$ cat config.mk
export PLATFORM = sky130hd
export DESIGN_NAME = uart_frame_ctrl
export DESIGN_NICKNAME = d
export VERILOG_FILES = /design/src/rtl/uart_frame_pkg.sv /design/src/rtl/uart_frame_buf.sv /design/src/rtl/uart_frame_ctrl.sv
export SDC_FILE = /design/constraint.sdc
export NUM_CORES = 1
export LEC_CHECK = 0
export ABC_AREA = 1
export CAP_MARGIN = 30
export CORE_AREA = 10 10 149 151
export CTS_BUF_LIST = sky130_fd_sc_hd__clkbuf_2
export CTS_CLUSTER_DIAMETER = 120
export CTS_CLUSTER_SIZE = 40
export DETAILED_ROUTE_END_ITERATION = 16
export DIE_AREA = 0 0 159 161
export RECOVER_POWER = 50
export SYNTH_ARGS = -nofsm -noshare
export SYNTH_HDL_FRONTEND = slang
export SYNTH_SLANG_ARGS = --single-unit
$ cat constraint.sdc
create_clock -name clk -period 4.09 [get_ports clk]
set_input_delay 0.818 -clock clk [delete_from_list [all_inputs] [get_ports clk]]
set_output_delay 0.818 -clock clk [all_outputs]
set_load 0.005 [all_outputs]
$ cat src/rtl/uart_frame_pkg.sv
// Shared state encoding and parameter defaults for the UART packet framer.
package uart_frame_pkg;

  typedef enum logic [2:0] {
    ST_HUNT    = 3'd0,
    ST_LEN     = 3'd1,
    ST_PAYLOAD = 3'd2,
    ST_CHK     = 3'd3,
    ST_DRAIN   = 3'd4
  } state_e;

  localparam logic [7:0] SYNC_BYTE_DEF     = 8'hA5;
  localparam int         MAX_LEN_DEF       = 16;
  localparam int         TIMEOUT_TICKS_DEF = 2048;
  localparam int         LEN_W_DEF         = 5;

endpackage

$ cat src/rtl/uart_frame_buf.sv
// Payload buffer: MAX_LEN x 8 registers, one write port, asynchronous read.
module uart_frame_buf
  import uart_frame_pkg::*;
#(
  parameter int MAX_LEN = MAX_LEN_DEF,
  parameter int LEN_W   = LEN_W_DEF
) (
  input  logic             clk,
  input  logic             wr_en_i,
  input  logic [LEN_W-1:0] wr_idx_i,
  input  logic [7:0]       wr_data_i,
  input  logic [LEN_W-1:0] rd_idx_i,
  output logic [7:0]       rd_data_o
);

  logic [7:0] mem_q [MAX_LEN];

  // Contents need no reset: nothing is read before it has been written.
  always_ff @(posedge clk) begin
    if (wr_en_i) begin
      for (int i = 0; i < MAX_LEN; i++) begin
        if (wr_idx_i == LEN_W'(i)) mem_q[i] <= wr_data_i;
      end
    end
  end

  always_comb begin
    rd_data_o = '0;
    for (int i = 0; i < MAX_LEN; i++) begin
      if (rd_idx_i == LEN_W'(i)) rd_data_o = mem_q[i];
    end
  end

endmodule

$ cat src/rtl/uart_frame_ctrl.sv
// Frame assembler behind the UART receiver: SYNC, LEN, payload, CHK; releases
// only checksum-verified payloads on a valid/ready byte stream.
module uart_frame_ctrl
  import uart_frame_pkg::*;
#(
  parameter int         MAX_LEN       = MAX_LEN_DEF,
  parameter logic [7:0] SYNC_BYTE     = SYNC_BYTE_DEF,
  parameter int         TIMEOUT_TICKS = TIMEOUT_TICKS_DEF,
  parameter int         LEN_W         = LEN_W_DEF
) (
  input  logic       clk,
  input  logic       rst,
  input  logic [7:0] rx_byte,
  input  logic       rx_valid,
  input  logic       s_tick,
  output logic [7:0] m_data,
  output logic       m_valid,
  input  logic       m_ready,
  output logic       m_last,
  output logic       pkt_ok,
  output logic       err_chk,
  output logic       err_len,
  output logic       err_timeout,
  output logic       drop,
  output logic       busy
);

  // state    | meaning
  // HUNT     | waiting for SYNC, everything else ignored
  // LEN      | next byte is the payload length
  // PAYLOAD  | storing payload bytes into the buffer
  // CHK      | next byte is the XOR checksum
  // DRAIN    | streaming the verified payload downstream

  localparam int               TMO_W     = $clog2(TIMEOUT_TICKS);
  localparam logic [TMO_W-1:0] TMO_LAST  = TMO_W'(TIMEOUT_TICKS - 1);
  localparam logic [7:0]       MAX_LEN_B = 8'(MAX_LEN);

  state_e           state_q, state_d;
  logic [LEN_W-1:0] len_q, len_d;
  logic [LEN_W-1:0] idx_q, idx_d;
  logic [7:0]       chk_q, chk_d;
  logic [TMO_W-1:0] tmo_q, tmo_d;

  logic pkt_ok_q, pkt_ok_d;
  logic err_chk_q, err_chk_d;
  logic err_len_q, err_len_d;
  logic err_tmo_q, err_tmo_d;
  logic drop_q, drop_d;

  logic             wr_en;
  logic [7:0]       rd_data;
  logic [LEN_W-1:0] len_last;
  logic             in_frame;

  assign len_last = len_q - LEN_W'(1);
  assign in_frame = (state_q == ST_LEN) || (state_q == ST_PAYLOAD) || (state_q == ST_CHK);

  uart_frame_buf #(
    .MAX_LEN (MAX_LEN),
    .LEN_W   (LEN_W)
  ) u_buf (
    .clk       (clk),
    .wr_en_i   (wr_en),
    .wr_idx_i  (idx_q),
    .wr_data_i (rx_byte),
    .rd_idx_i  (idx_q),
    .rd_data_o (rd_data)
  );

  always_comb begin
    state_d   = state_q;
    len_d     = len_q;
    idx_d     = idx_q;
    chk_d     = chk_q;
    tmo_d     = tmo_q;
    pkt_ok_d  = 1'b0;
    err_chk_d = 1'b0;
    err_len_d = 1'b0;
    err_tmo_d = 1'b0;
    drop_d    = 1'b0;
    wr_en     = 1'b0;

    case (state_q)
      ST_HUNT: begin
        tmo_d = '0;
        if (rx_valid && (rx_byte == SYNC_BYTE)) state_d = ST_LEN;
      end
      ST_LEN: begin
        if (rx_valid) begin
          len_d = rx_byte[LEN_W-1:0];
          chk_d = rx_byte;
          if ((rx_byte == 8'h00) || (rx_byte > MAX_LEN_B)) begin
            err_len_d = 1'b1;
            state_d   = ST_HUNT;
          end else begin
            idx_d   = '0;
            state_d = ST_PAYLOAD;
          end
        end
      end
      ST_PAYLOAD: begin
        if (rx_valid) begin
          wr_en = 1'b1;
          chk_d = chk_q ^ rx_byte;
          idx_d = idx_q + LEN_W'(1);
          if (idx_q == len_last) state_d = ST_CHK;
        end
      end
      ST_CHK: begin
        if (rx_valid) begin
          if (rx_byte == chk_q) begin
            pkt_ok_d = 1'b1;
            idx_d    = '0;
            state_d  = ST_DRAIN;
          end else begin
            err_chk_d = 1'b1;
            state_d   = ST_HUNT;
          end
        end
      end
      ST_DRAIN: begin
        if (rx_valid) drop_d = 1'b1;
        if (m_ready) begin
          if (idx_q == len_last) begin
            idx_d   = '0;
            state_d = ST_HUNT;
          end else begin
            idx_d = idx_q + LEN_W'(1);
          end
        end
      end
      default: state_d = ST_HUNT;
    endcase

    // A byte arriving on the final tick restarts the inter-byte window.
    if (in_frame) begin
      if (rx_valid) begin
        tmo_d = '0;
      end else if (s_tick) begin
        if (tmo_q == TMO_LAST) begin
          err_tmo_d = 1'b1;
          tmo_d     = '0;
          state_d   = ST_HUNT;
        end else begin
          tmo_d = tmo_q + TMO_W'(1);
        end
      end
    end
  end

  always_ff @(posedge clk) begin
    if (rst) begin
      state_q   <= ST_HUNT;
      len_q     <= '0;
      idx_q     <= '0;
      chk_q     <= '0;
      tmo_q     <= '0;
      pkt_ok_q  <= 1'b0;
      err_chk_q <= 1'b0;
      err_len_q <= 1'b0;
      err_tmo_q <= 1'b0;
      drop_q    <= 1'b0;
    end else begin
      state_q   <= state_d;
      len_q     <= len_d;
      idx_q     <= idx_d;
      chk_q     <= chk_d;
      tmo_q     <= tmo_d;
      pkt_ok_q  <= pkt_ok_d;
      err_chk_q <= err_chk_d;
      err_len_q <= err_len_d;
      err_tmo_q <= err_tmo_d;
      drop_q    <= drop_d;
    end
  end

  // m_data is gated so stale buffer contents never leak when idle.
  assign m_valid     = (state_q == ST_DRAIN);
  assign m_data      = m_valid ? rd_data : 8'h00;
  assign m_last      = m_valid && (idx_q == len_last);
  assign busy        = (state_q != ST_HUNT);
  assign pkt_ok      = pkt_ok_q;
  assign err_chk     = err_chk_q;
  assign err_len     = err_len_q;
  assign err_timeout = err_tmo_q;
  assign drop        = drop_q;

endmodule
==> results of run 1 <==
## repair_timing
item                                    CTS  global route
endpoints found under the setup margin    8             8
gates cloned                              0             1
setup buffers                            11            14
pin swaps                                 5            12
resized for setup                        24            44
## power groups by stage
stage               logic, mW  registers [mW]  clock network [mW]
finish                 0.0688            1.80               0.807
floorplan              0.0164            1.84                   0
global placement       0.0745            1.84                   0
global route           0.0755            1.80               0.901
CTS                    0.0758            1.80               0.830
detailed placement     0.0755            1.84                   0
## cells by family (layout without fill, tap and decap cells)
kind of cell	Yosys count	count (layout)	synth area share, %
xor gates and xnor gates	14	14	1.63
and+or+nand+nor	378	379	22.5
DFF	165	165	60.9
AOI/OAI and AO/OA	99	99	7.55
buffers and inverters	116	203	6.15
adders and majority gates	7	7	1.16
muxes	1	1	0.133
## per-layer routing
| metal | track usage [%] | wire length [um] | vias to the layer above |
|---|---|---|---|
| met3 | 3.20 | 932 | 18 |
| met5 | 0 | 0 | - |
| met1 | 18.7 | 8560 | 2644 |
| met2 | 23.3 | 8870 | 150 |
| li1 | - | - | 2788 |
| met4 | 3.41 | 170 | 0 |
## metrics by stage
| stage | instance area, um^2 | setup slack, ns |
|---|---|---|
| finish | 8720 | 0.190 |
| floorplan | 7530 | 1.40 |
| global route | 8720 | -0.0846 |
| detailed placement | 8190 | 0.251 |
| global placement | 8190 | 0.290 |
| CTS | 8530 | -0.149 |
## path summary, 6_finish.rpt
| check | from | end | slack (ns) | depth (start not counted) |
|---|---|---|---|---|
| worst min-delay path | tmo_q[9] | tmo_q[9] | 0.48 | 2 |
| worst max register to register | state_q[2] | u_buf.mem_q[0][38] | 1.50 | 6 |
| worst max-delay path | idx_q[0] | m_data[2] | 0.19 | 20 |
| worst min register to register | tmo_q[9] | tmo_q[9] | 0.48 | 2 |
## worst max-delay path, delay by kind of cell (launching register included)
| kind | cells | cell delay [ns] |
|---|---|---|
| AOI/OAI and AO/OA | 1 | 0.06 |
| adders and majority gates | 1 | 0.14 |
| buffers and inverters | 4 | 0.46 |
| DFF | 1 | 0.41 |
| and+or+nand+nor | 14 | 1.29 |
## cell usage in the layout, fill, tap and decap left out, types with 11 or more instances in the layout
| cell type | n |
|---|---|
| xor2_1 | 12 |
| inv_1 | 80 |
| nand2_1 | 188 |
| nor3_1 | 11 |
| a21oi_1 | 17 |
| buf_4 | 31 |
| o21ai_0 | 49 |
| nor2_1 | 49 |
| inv_2 | 12 |
| edfxtp_1 | 128 |
| nand3_2 | 12 |
| nand3_1 | 64 |
| dfxtp_1 | 34 |
| clkdlybuf4s50_1 | 12 |
| nand2_2 | 12 |
| clkbuf_2 | 21 |
## registers in the layout (all words and copies together) (netlist names)
signal / count
err_chk: 1
drop: 1
len_q: 5
err_len: 1
pkt_ok: 1
chk_q: 8
err_timeout: 1
idx_q: 5
tmo_q: 11
state_q: 3
u_buf.mem_q: 128
## cell type report
class | count | area [um^2] | area share [%]
inverter | 100 | 392 | 4.49
timing repair buffer | 71 | 572 | 6.56
multi-input combinational | 500 | 2630 | 30.1
sequential | 165 | 4590 | 52.7
clock inverter | 13 | 110 | 1.26
clock buffer | 19 | 95.1 | 1.09
tap | 265 | 332 | 3.80
==> impl_metrics.tcl, run 1 <==
set metrics [dict create \
    start_util_pct 39.2 \
    switching_share_pct 23.7 \
    ir_drop_mv 0.263 \
    period_needed_ns 3.90 \
    finClkSkew_ns 0.0435 \
    vias 5600 \
    crit_path_end_kind "primary output" \
    drc_errors 0 \
    seq_power_share_pct 67.3 \
    ys_async_sr_fraction_pct 0 \
    cts_sinks 165 \
    worst_setup_path_start_kind "flip-flop" \
    rsz0062_at_grt "true" \
    worst_pin_slew_ns 1.16 \
    rows 51 \
    drv_cap 0 \
    setup_viol_count_final 0 \
    grt_start_max_net_pins 20 \
    ys_warn_count 0 \
    power_frac_comb_pct 2.6 \
    drt-pass1-iter-count 5 \
    status "complete, no violations" \
    grt_antenna_before_repair 1 \
    diodes 0 \
    portBuffers 28 \
    crit_fanout 5 \
    max_freq_ghz 0.256 \
    final-max-slew-violation-count 0 \
    crit_required_ns 3.27 \
    synth_edf_count 128 \
    syn_area_um2 7530 \
    avgViaCountPerCell 4.94 \
    drt_iter0_markers 378 \
    io_pins 29 \
    synth.most_common_cell "nand2_1" \
    tritoncts "built" \
    slowest_delay_ns 0.41 \
    synth_cell_type_count 45 \
    die_w_um 159 \
    root_buffer "clkbuf_2" \
    internal_power_mw 2.04 \
    coreArea_um2 19200 \
    tns_ns 0 \
    leakage_nw 3.33 \
    yosysTopAreaCell "edfxtp_1" \
    crit_chain "inv_4 -> ha_1 -> inv_1 -> nor2_4 -> nand2_4 -> buf_4 -> or2_0 -> nand3_1 -> nand3_1 -> nand2_1 -> nand3_1 -> nand2_1 -> nand3_1 -> nand2_1 -> nand2_1 -> nand2_1 -> nand3b_1 -> nand2_1 -> a21oi_1 -> dlymetal6s2s_1" \
    area_growth_pct 15.9 \
    cp_slowest_cell "dfxtp_4" \
    track_usage_pct 14.2 \
    ys_ff_latch 165 \
    fillers 1837 \
    cts_hold_buffers 0 \
    synth_fp_nets 800 \
    die_y_um 161 \
    overflow 0 \
    min_period_over_period_pct 95.3 \
    drt_wl_total_um 18500 \
    clk_pin_slew_ns 0.22 \
    wire_per_inst_um 16.4 \
    clkLatencyLatePin_ns 0.73 \
    clk_path_buf_depth 2 \
    relSlewSlack_pct 22.8 \
    drive_above_1_share_pct 16.8 \
    synthCells 780 \
    synthTopCellsByArea "edfxtp_1 (51%), dfxtp_1 (9.8%), nand2_1 (9.8%), nand3_1 (5.1%), inv_1 (4.3%)" \
    nNetsFinal 875 \
    hp-class "flip-flop to flip-flop" \
    synth_common_cells "nand2_1 (196), edfxtp_1 (128), inv_1 (86)" \
    crit_type "flip-flop to primary output" \
    powerDensity_nw_per_um2 307 \
    post-dp-hpwl_um 12400 \
    grt_pass1_wl_um 29100 \
    synthFlopType "edfxtp_1" \
    final_cells 1133 \
    dp_cells 1075 \
    yosysSeqAreaShare_pct 60.9 \
    finalHoldViolCount 0 \
    cts-buffers-inserted 17 \
    synth_top_area_share_pct 51.1 \
    total_power_mw 2.68 \
    whs_ns 0.481 \
    syn_avg_cell_area_um2 9.65 \
    critPathArrivalTime_ns 3.08 \
    crit_top_cell "nand2_1" \
    postRouteAntennaNets 0 \
    cts_htree_levels 4 \
    grt_pass1_vias 5359 \
    fin_util_pct 45.4 \
    die_area_um2 25600 \
    p_switching_mw 0.634 \
    power_frac_clock_pct 30.1 \
    finalWeightedCongestion 0.846 \
]
Note: power is estimated with default switching activity, not from simulation.
==> inputs of run 2 (changes only) <==
- SLEW_MARGIN: default -> 20
==> results of run 2 <==
Final layout, timing and power as in run 1 (identical DEF).
